<file path="src/rtl/multi_app_traffic_pkg.sv">
// Shared definitions for the multi-channel application traffic block:
// header field positions, FSM encodings and control/status bit indices.
package multi_app_traffic_pkg;

  // Header word layout
  localparam int HDR_ID_LSB  = 0;
  localparam int HDR_ID_MSB  = 7;
  localparam int HDR_LEN_LSB = 8;
  localparam int HDR_LEN_MSB = 23;

  // app_mode bit indices
  localparam int MODE_IN_EN  = 0;
  localparam int MODE_OUT_EN = 1;

  // app_status bit indices
  localparam int ST_ERR_BAD_CH   = 0;
  localparam int ST_ERR_ZERO_LEN = 1;
  localparam int ST_IN_BUSY      = 2;
  localparam int ST_OUT_PKT      = 3;
  localparam int ST_GRANT_LSB    = 4;
  localparam int ST_GRANT_MSB    = 6;

  typedef enum logic [1:0] {
    IN_HDR     = 2'd0,
    IN_DATA    = 2'd1,
    IN_DISCARD = 2'd2
  } in_state_e;

  typedef enum logic [1:0] {
    OUT_IDLE = 2'd0,
    OUT_ARB  = 2'd1,
    OUT_PKT  = 2'd2
  } out_state_e;

  // Width of a channel index; at least one bit so N_CH=1 still has a signal.
  function automatic int idx_w(input int n);
    return (n > 1) ? $clog2(n) : 1;
  endfunction

endpackage

</file>
<file path="src/rtl/multi_app_traffic_rr_arbiter.sv">
// Round-robin channel picker: returns the first requesting channel after
// ptr, wrapping modulo N_CH, so the last served channel has lowest priority.
module rr_arbiter
  import multi_app_traffic_pkg::*;
#(
  parameter  int N_CH = 4,
  localparam int IW   = idx_w(N_CH)
) (
  input  logic [N_CH-1:0] req,
  input  logic [IW-1:0]   ptr,
  output logic [IW-1:0]   grant,
  output logic            any
);

  logic [IW-1:0] idx;

  // Scan from the farthest candidate back to ptr+1 so the nearest wins.
  always_comb begin
    grant = '0;
    any   = 1'b0;
    idx   = '0;
    for (int i = N_CH; i >= 1; i--) begin
      idx = IW'((int'(ptr) + i) % N_CH);
      if (req[idx]) begin
        grant = idx;
        any   = 1'b1;
      end
    end
  end

endmodule

</file>
<file path="src/rtl/multi_app_traffic.sv">
// Demultiplexes headed packets from one input FIFO to N_CH application
// channels and multiplexes whole result packets from those channels back
// into one output FIFO with round-robin fairness.
module multi_app_traffic
  import multi_app_traffic_pkg::*;
#(
  parameter int N_CH = 4,
  parameter int W    = 64
) (
  input  logic              CLK,
  input  logic              RESET,
  input  logic [W-1:0]      din,
  input  logic              empty,
  output logic              rd_en,
  output logic [W-1:0]      ch_dout,
  output logic [N_CH-1:0]   ch_wr_en,
  input  logic [N_CH-1:0]   ch_full,
  input  logic [N_CH*W-1:0] ch_din,
  input  logic [N_CH-1:0]   ch_empty,
  input  logic [N_CH-1:0]   ch_last,
  output logic [N_CH-1:0]   ch_rd_en,
  output logic [W-1:0]      dout,
  output logic              wr_en,
  input  logic              full,
  output logic              pkt_end,
  input  logic [7:0]        app_mode,
  output logic [7:0]        app_status
);

  localparam int            IW      = idx_w(N_CH);
  localparam logic [7:0]    N_CH_ID = 8'(N_CH);

  in_state_e       in_state_q, in_state_d;
  logic [15:0]     cnt_q, cnt_d;
  logic [IW-1:0]   sel_q, sel_d;
  logic            err_bad_q, err_bad_d;
  logic            err_zero_q, err_zero_d;
  out_state_e      out_state_q, out_state_d;
  logic [IW-1:0]   ptr_q, ptr_d;
  logic [IW-1:0]   g_q, g_d;

  logic            rd_en_c, wr_en_c, pkt_end_c;
  logic [N_CH-1:0] ch_wr_en_c, ch_rd_en_c;
  logic [IW-1:0]   arb_grant;
  logic            arb_any;
  logic [7:0]      hdr_id;
  logic [15:0]     hdr_len;
  logic [W-1:0]    ch_words [N_CH];
  logic            unused_mode;

  assign hdr_id      = din[HDR_ID_MSB:HDR_ID_LSB];
  assign hdr_len     = din[HDR_LEN_MSB:HDR_LEN_LSB];
  assign unused_mode = ^app_mode[7:2];

  for (genvar k = 0; k < N_CH; k++) begin : g_unpack
    assign ch_words[k] = ch_din[k*W +: W];
  end

  rr_arbiter #(.N_CH(N_CH)) u_arb (
    .req   (~ch_empty),
    .ptr   (ptr_q),
    .grant (arb_grant),
    .any   (arb_any)
  );

  // Input side: decode headers, steer payload to the selected channel, drop bad ones.
  always_comb begin
    // NOTE: every output of this block gets a default first so no path leaves it unassigned, which would infer a latch.
    in_state_d = in_state_q;
    cnt_d      = cnt_q;
    sel_d      = sel_q;
    err_bad_d  = err_bad_q;
    err_zero_d = err_zero_q;
    rd_en_c    = 1'b0;
    ch_wr_en_c = '0;
    unique case (in_state_q)
      IN_HDR: begin
        if (!empty && app_mode[MODE_IN_EN]) begin
          rd_en_c = 1'b1;
          if (hdr_len == 16'd0) begin
            err_zero_d = 1'b1;
          end else if (hdr_id < N_CH_ID) begin
            in_state_d = IN_DATA;
            sel_d      = IW'(hdr_id);
            cnt_d      = hdr_len;
          end else begin
            in_state_d = IN_DISCARD;
            cnt_d      = hdr_len;
            err_bad_d  = 1'b1;
          end
        end
      end
      IN_DATA: begin
        rd_en_c           = !empty && !ch_full[sel_q];
        ch_wr_en_c[sel_q] = rd_en_c;
      end
      IN_DISCARD: rd_en_c = !empty;
      default:    in_state_d = IN_HDR;
    endcase
    // Payload transfers count down; the one with cnt=1 closes the packet.
    if (in_state_q != IN_HDR && rd_en_c) begin
      cnt_d = cnt_q - 16'd1;
      if (cnt_q == 16'd1) in_state_d = IN_HDR;
    end
  end

  // Output side: arbitrate between channels, then drain one whole packet.
  always_comb begin
    out_state_d = out_state_q;
    ptr_d       = ptr_q;
    g_d         = g_q;
    wr_en_c     = 1'b0;
    pkt_end_c   = 1'b0;
    ch_rd_en_c  = '0;
    unique case (out_state_q)
      OUT_IDLE: if (app_mode[MODE_OUT_EN]) out_state_d = OUT_ARB;
      OUT_ARB: begin
        if (arb_any) begin
          g_d         = arb_grant;
          out_state_d = OUT_PKT;
        end
      end
      OUT_PKT: begin
        wr_en_c         = !ch_empty[g_q] && !full;
        ch_rd_en_c[g_q] = wr_en_c;
        pkt_end_c       = wr_en_c && ch_last[g_q];
        if (pkt_end_c) begin
          ptr_d       = g_q;
          out_state_d = OUT_IDLE;
        end
      end
      default: out_state_d = OUT_IDLE;
    endcase
  end

  // State registers for both FSMs, with synchronous reset.
  always_ff @(posedge CLK) begin
    // NOTE: non-blocking assignments so every flop samples pre-edge values regardless of statement order.
    if (RESET) begin
      in_state_q  <= IN_HDR;
      cnt_q       <= '0;
      sel_q       <= '0;
      err_bad_q   <= 1'b0;
      err_zero_q  <= 1'b0;
      out_state_q <= OUT_IDLE;
      ptr_q       <= IW'(N_CH - 1);
      g_q         <= '0;
    end else begin
      in_state_q  <= in_state_d;
      cnt_q       <= cnt_d;
      sel_q       <= sel_d;
      err_bad_q   <= err_bad_d;
      err_zero_q  <= err_zero_d;
      out_state_q <= out_state_d;
      ptr_q       <= ptr_d;
      g_q         <= g_d;
    end
  end

  // Strobes are qualified with RESET so nothing moves during the reset cycle itself.
  assign rd_en    = rd_en_c & ~RESET;
  assign ch_wr_en = ch_wr_en_c & {N_CH{~RESET}};
  assign ch_rd_en = ch_rd_en_c & {N_CH{~RESET}};
  assign wr_en    = wr_en_c & ~RESET;
  assign pkt_end  = pkt_end_c & ~RESET;
  assign ch_dout  = din;
  assign dout     = ch_words[g_q];

  assign app_status = {1'b0, 3'(g_q), out_state_q == OUT_PKT, in_state_q != IN_HDR,
                       err_zero_q, err_bad_q};

endmodule
</file>
<file path="config.mk">
export PLATFORM = sky130hd
export DESIGN_NAME = multi_app_traffic
export DESIGN_NICKNAME = d
export VERILOG_FILES = /design/src/rtl/multi_app_traffic_pkg.sv /design/src/rtl/multi_app_traffic_rr_arbiter.sv /design/src/rtl/multi_app_traffic.sv
export SDC_FILE = /design/constraint.sdc
export NUM_CORES = 1
export LEC_CHECK = 0
export ABC_CLOCK_PERIOD_IN_PS = 2400
export BUFFER_PORTS_ARGS = -buffer_cell sky130_fd_sc_hd__buf_2
export CORE_AREA = 4 4 189 191
export DETAILED_ROUTE_END_ITERATION = 7
export DIE_AREA = 0 0 193 195
export GPL_TIMING_DRIVEN = 0
export PLACE_DENSITY_LB_ADDON = 0.25
export SETUP_SLACK_MARGIN = 0.05
export SLEW_MARGIN = 20
export SYNTH_ARGS = -nofsm -noshare
export SYNTH_HDL_FRONTEND = slang
export SYNTH_HIERARCHICAL = 1
export SYNTH_SLANG_ARGS = --single-unit
</file>
<file path="constraint.sdc">
create_clock -name CLK -period 2.4 [get_ports CLK]
set_input_delay 0.24 -clock CLK [delete_from_list [all_inputs] [get_ports CLK]]
set_output_delay 0.24 -clock CLK [all_outputs]
set_load 0.005 [all_outputs]
</file>
Word-level counts from Yosys, hierarchy flattened
Index checks and enable logic that the tools add are counted.
{"block": "totals", "reg_bits": 28}
{"block": "classes", "n_addsub": 5, "order_cmp": 10, "eq_ne": 9, "mux": 49, "n_bitwise": 12, "reduce_logical": 25}
{"operator": "$bmux 64 s2", "n": 1}
{"operator": "$mux 64", "n": 2}
{"operator": "$mux 16", "n": 4}
{"operator": "$mux 2", "n": 12}
{"operator": "$lt 2x3->1 const B", "n": 6}
{"operator": "$and 4x4->4", "n": 4}
{"operator": "$eq 16x1->1 const B", "n": 1}
{"operator": "$logic_not 16->1", "n": 1}
{"operator": "$mux 1", "n": 16}
{"operator": "$sub 16x1->16 const B", "n": 1}
{"operator": "$bmux 1 s2", "n": 7}
{"operator": "$reduce_and 3->1", "n": 3}
{"operator": "$lt 8x3->1 const B", "n": 1}
{"operator": "$mux 4", "n": 2}
{"operator": "$reduce_and 4->1", "n": 2}
{"operator": "$logic_and 1x1->1", "n": 7}
{"operator": "$pmux 2 s3", "n": 1}
{"operator": "$reduce_bool 2->1", "n": 3}
{"operator": "$add 2x1->2 const B", "n": 2}
{"operator": "$add 2x2->2 const B", "n": 2}
{"operator": "$demux 1 s2", "n": 2}
{"operator": "$eq 2x1->1 const B", "n": 2}
{"operator": "$eq 2x2->1 const B", "n": 2}
{"operator": "$ge 2x1->1 const B", "n": 2}
{"operator": "other kinds (13)", "n": 24}

Depth between registers and ports, before layout
{"block": "depth", "ltp_word": 9, "ltp_mapped": 7}

Modules after synthesis
The synthesis kept the hierarchy.
{"module": "multi_app_traffic", "instances": 1, "cells_per_inst": 344, "area_per_inst_um2": 3609.7, "seq_area_each_um2": 560.5}
{"module": "rr_arbiter", "instances": 1, "cells_per_inst": 14, "area_per_inst_um2": 91.3, "seq_area_each_um2": 0.0}

Worst setup path after synthesis
OpenSTA, ideal clock, no wires.
{"block": "synth_timing", "path_kind": "flip-flop to flip-flop", "startpoint": "register sel_q[0]", "endpoint": "register cnt_q[12]", "setup_time_ns": 0.074, "t_arrival_ns": 2.107, "required_time_ns": 2.326, "slack_ns": 0.219, "stages_incl_launch_ff": 6, "n_path_buf": 0, "period_less_slack_ns": 2.181, "cell_sequence": "dfxtp_1 -> mux4_2 -> o21a_4 -> or4_4 -> or3_1 -> a31oi_1"}
{"block": "synth_between", "elab_chain_cells": 8}
{"item": "start: declaration", "line": "multi_app_traffic.sv:35", "rtl": "logic [IW-1:0] sel_q, sel_d;"}
{"item": "start signal: assignment", "line": "multi_app_traffic.sv:151", "rtl": "sel_q <= sel_d;"}
{"item": "$bmux 1 s2 (*)", "line": "multi_app_traffic.sv:94", "rtl": "rd_en_c = !empty && !ch_full[sel_q];"}
{"item": "$mux 1 (implied by the code) (*)", "line": "multi_app_traffic.sv:94"}
{"item": "$logic_not 1->1 (*)", "line": "multi_app_traffic.sv:94"}
{"item": "$logic_and 1x1->1 (*)", "line": "multi_app_traffic.sv:94"}
{"item": "$pmux 1 s3 (*)", "line": "multi_app_traffic.sv:76", "rtl": "unique case (in_state_q)"}
{"item": "$logic_and 1x1->1 (*)", "line": "multi_app_traffic.sv:101", "rtl": "if (in_state_q != IN_HDR && rd_en_c) begin"}
{"item": "$ne 2x1->1 (no source line) / $reduce_bool 2->1 (equally long branches)"}
{"item": "$reduce_and 3->1 (no source line)"}
{"item": "end signal: assignment", "line": "multi_app_traffic.sv:150", "rtl": "cnt_q <= cnt_d;"}
{"item": "end: declaration", "line": "multi_app_traffic.sv:34", "rtl": "logic [15:0] cnt_q, cnt_d;"}
Every way passes the cells marked *; elsewhere a longest branch is shown, timed or not. The select of a mux whose other input is x is not followed.
A chain may end at the register's enable or synchronous reset.

Final worst setup path
Same ends and word-level chain as after synthesis.

==> results.md <==
- Initial antenna violation count: 9
- DRC Markers: 0
- Hold WC Path Type: input port to register
- Number of global-route vias before repair: 4,988
- Worst-path clk slew: 0.08 ns
- Crit-path max cell delay: 0.56 ns
- Core Area: 34,120 µm²
- Critical Path Start: sel_q[0]
- Synth Cell Area: 3701 µm²
- Total Power: 2.062 mW
- Avg Cell Area, Syn: 10.34 µm²
- Leakage Power: 3.221 nW
- Nets: 1,157
- Synth top area share: 40.77%
- Vias/cell: 3.822
- Ys async rst share: 0%
- Fmax: 0.4446 GHz
- ANT nets after route: 0
- Post-synthesis register bit count: 28
- CP Buf/Inv Count: 0
- Worst slew pin tran: 0.6627 ns
- 1st-pass router iterations: 4
- Arrival time at the worst endpoint: 2.44 ns
- Worst Setup End Kind: register
- Synthesis Warnings: 6
- Tot GR Track Use: 11.96%
- First-pass GRT wire length: 33,400 µm
- Largest net degree at the start of global routing: 17
- Clk_lat worst skew: 0.27 ns
- CTS tree: done
- Setup Viol. Count Final: 0
- Final non-filler cell area: 6751 µm²
- Critical-path cell list: mux4_2, o21a_4, or4_4, or3_1, a31oi_1
- Remaining Overflow, GRT: 0
- Most common cell after layout, fill and taps aside: buf_2
- Setup crit start kind: register
- DRT iter0 DRCs: 210
- Total die area: 37,640 µm²
- Final hold violations: 0
- Area leader, netlist: mux4_2
- GPL Wtd Cong: 0.8812
- Worst path depth: 5
- DP Area: 6492 µm²
- RSZ-0062 raised after global routing: true
- Number of synthesized flops with an enable pin: 0
- Worst setup path end: cnt_q[12]
- R2R depth: 5
- Hpwl dp: 21,960 µm
- Reg-to-Reg End: cnt_q[12]
- Die Wd: 193 µm
- DR vias: 4,839
- Slowest stage cell, crit path: mux4_2
- Ys flop type: dfxtp_1
- VDD IR max: 0.0002303 V
- Highest-count cells in the layout ignoring fill and taps: buf_2 (444), buf_4 (72), mux4_2 (67), dfxtp_1 (26), nor2_1 (24)
- Yosys cell types: 45
- H-tree Lvls: 1
- Routed length per instance: 19.57 µm
- Routed WL: 24,770 µm
- Worst Skew: 0.007591 ns
- Row cnt: 68
- Max-cap violations: 0
- Status: finished clean
- Clk Tree Root Cell: clkbuf_16
- Sequential element share of the synthesized area: 15.15%
- Layout area overhead: 82.42%
- Slew margin rel.: 55.82%
- Crit path time final: 2.249 ns
- CTS Buf Count: 3
- Worst endpoint required time: 2.59 ns
- Initial Util: 10.85%
- Layout cell share with drive strength beyond 1: 76.42%
- Largest cells by area after synthesis: mux4_2 (41%), dfxtp_1 (15%), buf_4 (14%), a21oi_1 (2.7%), nor2_1 (2.6%)
- Crit path max fanout: 5
- Tcrit/Tclk final: 93.71%
- IO Port Bufs: 441
- R2r setup slk: 0.15 ns
- Total I/O pin count: 491
- Clock Path Buffers: 2
- PwrDens: 305.4 nW/µm²
- Worst path top cell family by delay: simple AND/OR/NAND/NOR gates
- RR Startpoint: sel_q[0]
- Final Max Tran Viols: 0
- WS Path Type: register to register
- Gate count of the mapped netlist: 358
- Die height: 195 µm
- # clock sinks: 28
## worst register-to-register path, delay by kind of cell (launching register included)
kind | cells | cell delay [ns]
compound gates | 2 | 0.45
flops | 1 | 0.37
mux | 1 | 0.56
simple gates | 2 | 0.79
## logic make-up (layout without fill, tap and decap cells)
kind of cell / Yosys count / in the layout / share of synthesized area, %
buffers and inverters: 106 / 556 / 17.65
and+or+nand+nor: 95 / 95 / 13.83
muxes: 74 / 74 / 42.66
AOI/OAI and AO/OA: 51 / 52 / 9.703
DFF: 28 / 28 / 15.15
adders and majority gates: 2 / 2 / 0.6760
other: 1 / 3 / 0.1013
xor gates and xnor gates: 1 / 1 / 0.2367
## state kept, by name, indices dropped and copies added (netlist names)
| register | flops |
|---|---|
| cnt_q | 16 |
| g_q | 2 |
| in_state_q | 2 |
| out_state_q | 2 |
| ptr_q | 2 |
| sel_q | 2 |
| err_bad_q | 1 |
| err_zero_q | 1 |
## how the worst min path moves through the flow
stage                              start             end  slack [ns]  depth (start not counted)
final                             din[0]        sel_q[0]        0.24                          3
after global routing              din[1]        sel_q[1]        0.26                          3
after CTS                         din[0]        sel_q[0]        0.24                          3
after detailed placement  out_state_q[1]  out_state_q[0]        0.44                          1
after global placement    out_state_q[1]  out_state_q[0]        0.43                          1
after floorplan                   din[0]        sel_q[0]        0.38                          2
## routing by layer
layer,vias to the layer above,global-route usage [%],wire length [µm]
li1,2249,-,-
met1,2290,14.72,9813
met2,272,21.05,12460
met3,24,3.772,2089
met4,4,1.390,380
met5,-,0,27
## cell type report
type | count | area (µm²)
Sequential cell | 28 | 568.0
Multi-Input combinational cell | 226 | 2552
Timing Repair Buffer | 447 | 2260
Buffer | 92 | 645.6
Inverter | 13 | 48.80
Fill cell | 3857 | 27370
Clock inverter | 1 | 30.03
Tap cell | 455 | 569.3
Clock buffer | 3 | 75.07
Antenna cell | 1 | 2.502
## cell usage after synthesis (2+ instances only)
cell type,n
ha_1,2
nor3_1,10
o211ai_1,7
and3_1,2
a2bb2oi_1,2
o311ai_0,3
nor4_1,12
a32oi_1,3
a2111oi_0,2
a21oi_1,20
dfxtp_1,28
nand3_1,3
buf_1,4
a22oi_1,3
nor2_1,26
a31oi_1,5
nor3b_1,2
buf_4,68
inv_1,13
mux4_2,67
mux2i_1,7
or3_1,4
nor4b_1,2
nand2b_1,8
nand4_1,2
nand3b_1,2
nand2_1,11
clkbuf_1,21
or2_2,3
## per-stage QoR
| stage | hold slack, ns | std cells | util [%] | TNS, ns | worst slack, ns |
|---|---|---|---|---|---|
| 4_1_cts | 0.2365 | 1260 | 19.51 | 0 | 0.002804 |
| 2_1_floorplan | 0.3839 | 359 | - | 0 | 0.2187 |
| 5_1_grt | 0.2598 | 1265 | 19.78 | -0.01195 | -0.01195 |
| 6_report | 0.2368 | 1266 | 19.79 | 0 | 0.1508 |
| 3_5_place_dp | 0.4354 | 1256 | 19.03 | -33.69 | -0.6329 |
| 3_3_place_gp | 0.4287 | 1255 | 19.00 | -37.31 | -1.256 |
## power breakdown
group / leakage [nW] / switching (mW) / internal [mW]
combinational: 2.94 / 0.463 / 0.574
clock: 0.0511 / 0.175 / 0.333
sequential: 0.230 / 0.0261 / 0.491
## repair_timing
action	in CTS	in global routing
resized for setup	26	17
hold buffers	0	0
cloned	0	2
setup endpoints to repair	81	23
buffers inserted	0	4
pin swaps	0	1
Power figures use the tool's default switching activity.
